--- src/rtl/adder_pkg.sv ---
// Shared types and helpers for the bit-serial adder controller.
package adder_pkg;

  // Controller state, 2-bit encoding.
  typedef enum logic [1:0] {
    IDLE = 2'd0,
    RUN  = 2'd1,
    DONE = 2'd2
  } state_t;

  // Width of a counter able to hold the values 0..w; stays >= 1 bit when w == 1.
  function automatic int cnt_w(input int w);
    return $clog2(w + 32'sd1);
  endfunction

endpackage

--- src/rtl/fa_cell.sv ---
// Combinational 1-bit full adder, the shared arithmetic resource.
module fa_cell (
  input  logic a,
  input  logic b,
  input  logic cin,
  output logic sum,
  output logic cout
);

  assign sum  = a ^ b ^ cin;
  assign cout = (a & b) | (cin & (a ^ b));

endmodule

--- src/rtl/serial_adder_ctrl.sv ---
// Bit-serial adder controller: runs one full-adder cell over WIDTH cycles
// to form {cout,sum} = a + b + cin behind a start/busy/done handshake.
module serial_adder_ctrl
  import adder_pkg::*;
#(
  parameter int WIDTH = 8
) (
  input  logic             clk,
  input  logic             rst,
  input  logic             start,
  input  logic [WIDTH-1:0] a,
  input  logic [WIDTH-1:0] b,
  input  logic             cin,
  output logic             busy,
  output logic             done,
  output logic [WIDTH-1:0] sum,
  output logic             cout
);

  localparam int            CW       = cnt_w(WIDTH);
  localparam logic [CW-1:0] CNT_LAST = CW'(WIDTH - 1);
  localparam logic [CW-1:0] CNT_ONE  = CW'(1);

  state_t           r_state;
  state_t           w_next_state;
  logic [WIDTH-1:0] r_a_sh;
  logic [WIDTH-1:0] r_b_sh;
  logic [WIDTH-1:0] r_sum_sh;
  logic [WIDTH-1:0] r_sum;
  logic             r_carry;
  logic             r_cout;
  logic             r_busy;
  logic             r_done;
  logic [CW-1:0]    r_cnt;

  logic             w_fa_sum;
  logic             w_fa_cout;
  logic [WIDTH:0]   w_sum_ext;
  logic [WIDTH-1:0] w_sum_next;
  logic             w_last;

  fa_cell u_fa (
    .a    (r_a_sh[0]),
    .b    (r_b_sh[0]),
    .cin  (r_carry),
    .sum  (w_fa_sum),
    .cout (w_fa_cout)
  );

  // New sum bit enters at the MSB, so after WIDTH steps bit 0 of the
  // operands has landed in bit 0 of the result.
  assign w_sum_ext  = {w_fa_sum, r_sum_sh};
  assign w_sum_next = WIDTH'(w_sum_ext >> 1);
  assign w_last     = (r_cnt == CNT_LAST);

  // Next-state logic: start only matters in IDLE; DONE always lasts one cycle.
  always_comb begin
    w_next_state = r_state;
    case (r_state)
      IDLE: begin
        if (start) begin
          w_next_state = RUN;
        end else begin
          w_next_state = IDLE;
        end
      end
      RUN: begin
        if (w_last) begin
          w_next_state = DONE;
        end else begin
          w_next_state = RUN;
        end
      end
      DONE:    w_next_state = IDLE;
      default: w_next_state = IDLE;
    endcase
  end

  // State register with synchronous reset taking priority over start.
  always_ff @(posedge clk) begin
    if (rst) begin
      r_state <= IDLE;
    end else begin
      r_state <= w_next_state;
    end
  end

  // Operand capture, serial shifting and result publication on the final step.
  always_ff @(posedge clk) begin
    if (rst) begin
      r_a_sh   <= '0;
      r_b_sh   <= '0;
      r_sum_sh <= '0;
      r_carry  <= 1'b0;
      r_cnt    <= '0;
      r_sum    <= '0;
      r_cout   <= 1'b0;
    end else begin
      case (r_state)
        IDLE: begin
          if (start) begin
            r_a_sh  <= a;
            r_b_sh  <= b;
            r_carry <= cin;
            r_cnt   <= '0;
          end
        end
        RUN: begin
          r_a_sh   <= r_a_sh >> 1;
          r_b_sh   <= r_b_sh >> 1;
          r_sum_sh <= w_sum_next;
          r_carry  <= w_fa_cout;
          r_cnt    <= r_cnt + CNT_ONE;
          if (w_last) begin
            r_sum  <= w_sum_next;
            r_cout <= w_fa_cout;
          end
        end
        default: begin
        end
      endcase
    end
  end

  // Handshake flags registered from the next state so they align with it.
  always_ff @(posedge clk) begin
    if (rst) begin
      r_busy <= 1'b0;
      r_done <= 1'b0;
    end else begin
      r_busy <= (w_next_state != IDLE);
      r_done <= (w_next_state == DONE);
    end
  end

  assign busy = r_busy;
  assign done = r_done;
  assign sum  = r_sum;
  assign cout = r_cout;

endmodule

--- config.mk ---
export PLATFORM = sky130hd
export DESIGN_NAME = serial_adder_ctrl
export DESIGN_NICKNAME = d
export VERILOG_FILES = /design/src/rtl/adder_pkg.sv /design/src/rtl/fa_cell.sv /design/src/rtl/serial_adder_ctrl.sv
export SDC_FILE = /design/constraint.sdc
export NUM_CORES = 1
export LEC_CHECK = 0
export ABC_AREA = 0
export BUFFER_PORTS_ARGS = -buffer_cell sky130_fd_sc_hd__buf_2
export CAP_MARGIN = 20
export CORE_MARGIN = 4
export CORE_UTILIZATION = 40
export DETAILED_ROUTE_END_ITERATION = 8
export HOLD_SLACK_MARGIN = 0.03
export PLACE_DENSITY_LB_ADDON = 0.05
export REMOVE_ABC_BUFFERS = 1
export SLEW_MARGIN = 40
export SYNTH_ARGS = -nofsm -noshare
export SYNTH_HDL_FRONTEND = slang
export SYNTH_SLANG_ARGS = --single-unit
--- constraint.sdc ---
create_clock -name clk -period 3.36 [get_ports clk]
set_clock_uncertainty 0.05 [all_clocks]
set_input_delay 0.504 -clock clk [delete_from_list [all_inputs] [get_ports clk]]
set_output_delay 0.504 -clock clk [all_outputs]
set_load 0.05 [all_outputs]
==> results.txt <==
The run finished with clean final reports. Number of DRC violations after detailed routing: 0. In this run the deepest clock path goes through 2 buffers.

Summing all placed instances gives a cell area of 0.00184 sq mm. For hold timing, the worst endpoint is r_b_sh[4]. The cell depth of the worst min-delay path is 3. The power per unit of standard cell area was 522 mW/mm^2; the site row count was 23. The post-route netlist has 19.4% of its cells at a drive strength greater than 1.

The tools report the number of setup buffers added after CTS as 0. The worst hold path begins at b[4]. For the pin with the worst max-slew slack, the measured transition is 0.762 ns. The root buffer cell chosen for the clock tree is sky130_fd_sc_hd__clkbuf_8. In this run the worst path has a maximum fanout of 9. The fraction of the yosys area taken by sequential cells was 48.6%. During I/O placement, the number of pins put on the boundary was 31. Number of buffers inserted by port buffering: 30. After floorplanning, the core was sized to cover 0.00403 sq mm. For the total via count after detailed routing, the log shows 1335.

The tools report the endpoint of the worst register-to-register path as sum[1]. The number of global-route vias before repair was 1365; the routed wire length was 3320 um. The launching point of the worst reg2reg path is r_cnt[0].

The required time of the critical path was 3.53 ns; the achievable clock frequency was 0.647 GHz. From left edge to right edge, the die measures 73.0 um. The number of different library cells in the post-synthesis netlist was 26.

For the worst hold-check slack, the log shows 0.399 ns. The die extent in y is 73.0 um. The final weighted congestion of routability-driven global placement came out at 0.745.

In this run the power spent charging and discharging nets is 234 uW. The routed design could run at a clock period as short as 1.55 ns. For the max capacitance violation total, the log shows 0.

Clock tree synthesis inserted a total of 5 buffers. Setup repair after global routing left no endpoint under its margin. The setup slack at placement was 1.62 ns; the flip-flop and latch count after synthesis was 41. The number of warnings issued by yosys came out at 0. Once the floorplan was initialized, standard cells occupied 41.9% of the core.

The kind of cell adding the most delay to the critical path was simple AND/OR/NAND/NOR gates. In this design, the stage delay of the slowest critical-path cell is 0.38 ns. Count of mapped cells out of synthesis: 192. The proportion of power drawn by flip-flops and latches came out at 51.0%. Classification of the worst-slack hold path: in -> reg. TritonCTS built the clock tree. Worst-skew pair later-pin latency: 0.29 ns.

A synthesized cell averages 8.79 sq um. Buffers inserted to repair hold after CTS numbered 0. After detailed routing, the average wire length per cell comes to 12.4 um. Number of hold-slack violations in the final timing report: 0. The clock tree synthesis step divided the H-tree into 2 levels. On the critical path, the stage with the largest delay is an instance of sky130_fd_sc_hd__dfxtp_1.

The logs give 267 for the non-filler instance count after layout and 0.00169 sq mm for the post-synth design cell area. The internal power of the cells totals 788 uW. Clock-pin slew was measured on the worst setup and hold paths at 0.08 ns. Setup violations remaining at the end of the flow were counted as 0. The critical path goes through ha_1 -> nand4b_1 -> nor2_4 -> mux2i_1. Type of destination of the critical path: a flip-flop. The depth of the most critical reg-to-reg path was 4; the maximum vdd drop was 0.000273 V.

The detail route stage leaves a number of antenna-violating nets equal to 0. The library cell used most frequently in the layout, excluding fill and tap cells, is sky130_fd_sc_hd__dfxtp_1. The startpoint kind of the worst setup timing path was a flip-flop. In the final design database the tool counted 238 nets.

The critical path is of the reg -> reg type. The count of final max-slew check failures came out at 0. The total inserted antenna cells was 0. Leaving out fill and tap cells, the most frequent cells in the layout are sky130_fd_sc_hd__dfxtp_1, sky130_fd_sc_hd__nand2_1, sky130_fd_sc_hd__buf_2, sky130_fd_sc_hd__a21oi_1, sky130_fd_sc_hd__nor2_1.

From synthesis to final layout, the design area changed by 15.9%. The number of cells upsized or downsized after cts is 0, and the detailed placement HPWL is 2140 um. The leakage power is 0.785 nW, and the post-detailed-route via-to-cell ratio is 5.00. Data arrives at the worst endpoint at 1.71 ns. Entering global routing, the biggest net connects 50 pins. The logs give 0.00532 sq mm for the die outline area and 0 ns for the total negative slack for setup checks. The relative max-transition margin came out at 49.2%.

After routing the design area is 0.00196 sq mm. In this run switching power makes up 22.9% of total power. After the first detailed-routing iteration, the DRC count stood at 81. The total track usage was 14.8%. The remaining global-route overflow was 0.

The portion of total power attributed to the clock network was 39.8%. Per report_power, the combinational group accounts for 9.2% of the total. Counting every sink on the clock net gives 41. The number of cells in the design after placement was 259; the number of antenna violations at the first check in global routing was 0. Setup slack on the critical path of the routed design comes to 1.81 ns.

The wire length of the first global-routing pass is 6130 um, and the total buffers and inverters traversed by the critical path is 0. The run gives 4 as the count of TritonRoute iterations in the first routing pass. The setup check on the worst reg-to-reg path leaves a slack of 1.81 ns. After layout, the worst path uses 46.0% of the clock period.
==> sequential cells by signal (all words and copies together) (netlist names) <==
signal,cells
r_state,2
r_carry,1
done,1
r_cnt,4
cout,1
r_a_sh,8
r_b_sh,8
sum,8
busy,1
r_sum_sh,7
==> power groups by stage <==
stage               Sequential (mW)  Clock [mW]  Combinational, mW
floorplan                     0.532           0             0.0573
global placement              0.531           0             0.0925
detailed placement            0.532           0             0.0955
CTS                           0.521       0.422             0.0955
global route                  0.524       0.446              0.111
finish                        0.521       0.406             0.0938
==> synth_stat cells <==
cell type	instances	area share, %
sky130_fd_sc_hd__nor3_1	3	0.89
sky130_fd_sc_hd__nand3_1	2	0.59
sky130_fd_sc_hd__o211a_1	1	0.59
sky130_fd_sc_hd__ha_1	1	0.74
sky130_fd_sc_hd__dfxtp_1	41	49
sky130_fd_sc_hd__nor3b_1	1	0.44
sky130_fd_sc_hd__a21oi_1	22	6.5
sky130_fd_sc_hd__o21bai_2	1	0.67
sky130_fd_sc_hd__a311oi_1	1	0.52
sky130_fd_sc_hd__buf_2	6	1.8
sky130_fd_sc_hd__nor2_4	1	0.67
sky130_fd_sc_hd__nor2_1	20	4.4
sky130_fd_sc_hd__fa_1	1	1.2
sky130_fd_sc_hd__nand2b_1	19	7.0
sky130_fd_sc_hd__a31oi_1	1	0.37
sky130_fd_sc_hd__nor2b_1	1	0.37
sky130_fd_sc_hd__or3_1	1	0.37
sky130_fd_sc_hd__nand4b_1	1	0.52
sky130_fd_sc_hd__and2_1	1	0.37
sky130_fd_sc_hd__clkbuf_1	5	1.1
sky130_fd_sc_hd__mux2i_1	9	5.3
sky130_fd_sc_hd__o21ba_2	1	0.59
sky130_fd_sc_hd__a211oi_1	15	6.7
sky130_fd_sc_hd__nand2_1	31	6.9
sky130_fd_sc_hd__buf_4	3	1.3
sky130_fd_sc_hd__a22oi_1	3	1.3
==> through the flow <==
stage	total power, mW	utilization, %
6_report	1.02	48.5
5_1_grt	1.08	48.5
4_1_cts	1.04	48.5
3_5_place_dp	0.628	45.7
3_3_place_gp	0.624	45.6
2_1_floorplan	0.590	-
==> logic make-up (layout without fill, tap and decap cells) <==
logic type               count (synthesis)  in the layout  synth area share [%]
buffers and inverters                   14             39                  4.23
adder cells (fa/ha/maj)                  2              2                  1.93
flip-flops                              41             41                  48.6
AND/OR/NAND/NOR                         81             81                  22.6
multiplexers                             9              9                  5.34
AO/OA/AOI/OAI                           45             45                  17.3
==> how the worst max path moves through the flow <==
stage,start,to,cells after the start
3_5_place_dp,start,r_b_sh[3],4
6_report,r_cnt[0],sum[1],4
3_3_place_gp,r_state[1],r_cnt[3],3
4_1_cts,r_state[1],r_cnt[3],3
2_1_floorplan,r_state[0],r_a_sh[0],3
5_1_grt,r_state[0],r_b_sh[3],3
==> area by class of cell <==
class / instances / area (sq um)
multi-input combinational: 137 / 798
sequential: 41 / 821
clock inverter: 1 / 30.0
fill: 406 / 2070
tap: 50 / 62.6
timing repair buffer: 31 / 158
clock buffer: 7 / 86.3
==> worst min-delay path: stages <==
cell and delay [ns]:
sky130_fd_sc_hd__buf_2 0.09, sky130_fd_sc_hd__nand2_1 0.04, sky130_fd_sc_hd__a211oi_1 0.05
==> routing by layer <==
layer | part of all wire, % | global-route usage, % | up-vias
li1 | - | - | 700
met1 | 48 | 18.1 | 606
met2 | 47 | 23.9 | 27
met3 | 4.7 | 3.86 | 2
met4 | 0.57 | 7.38 | 0
met5 | 0 | 0 | -
No activity file was read; power rests on OpenSTA's default activity.
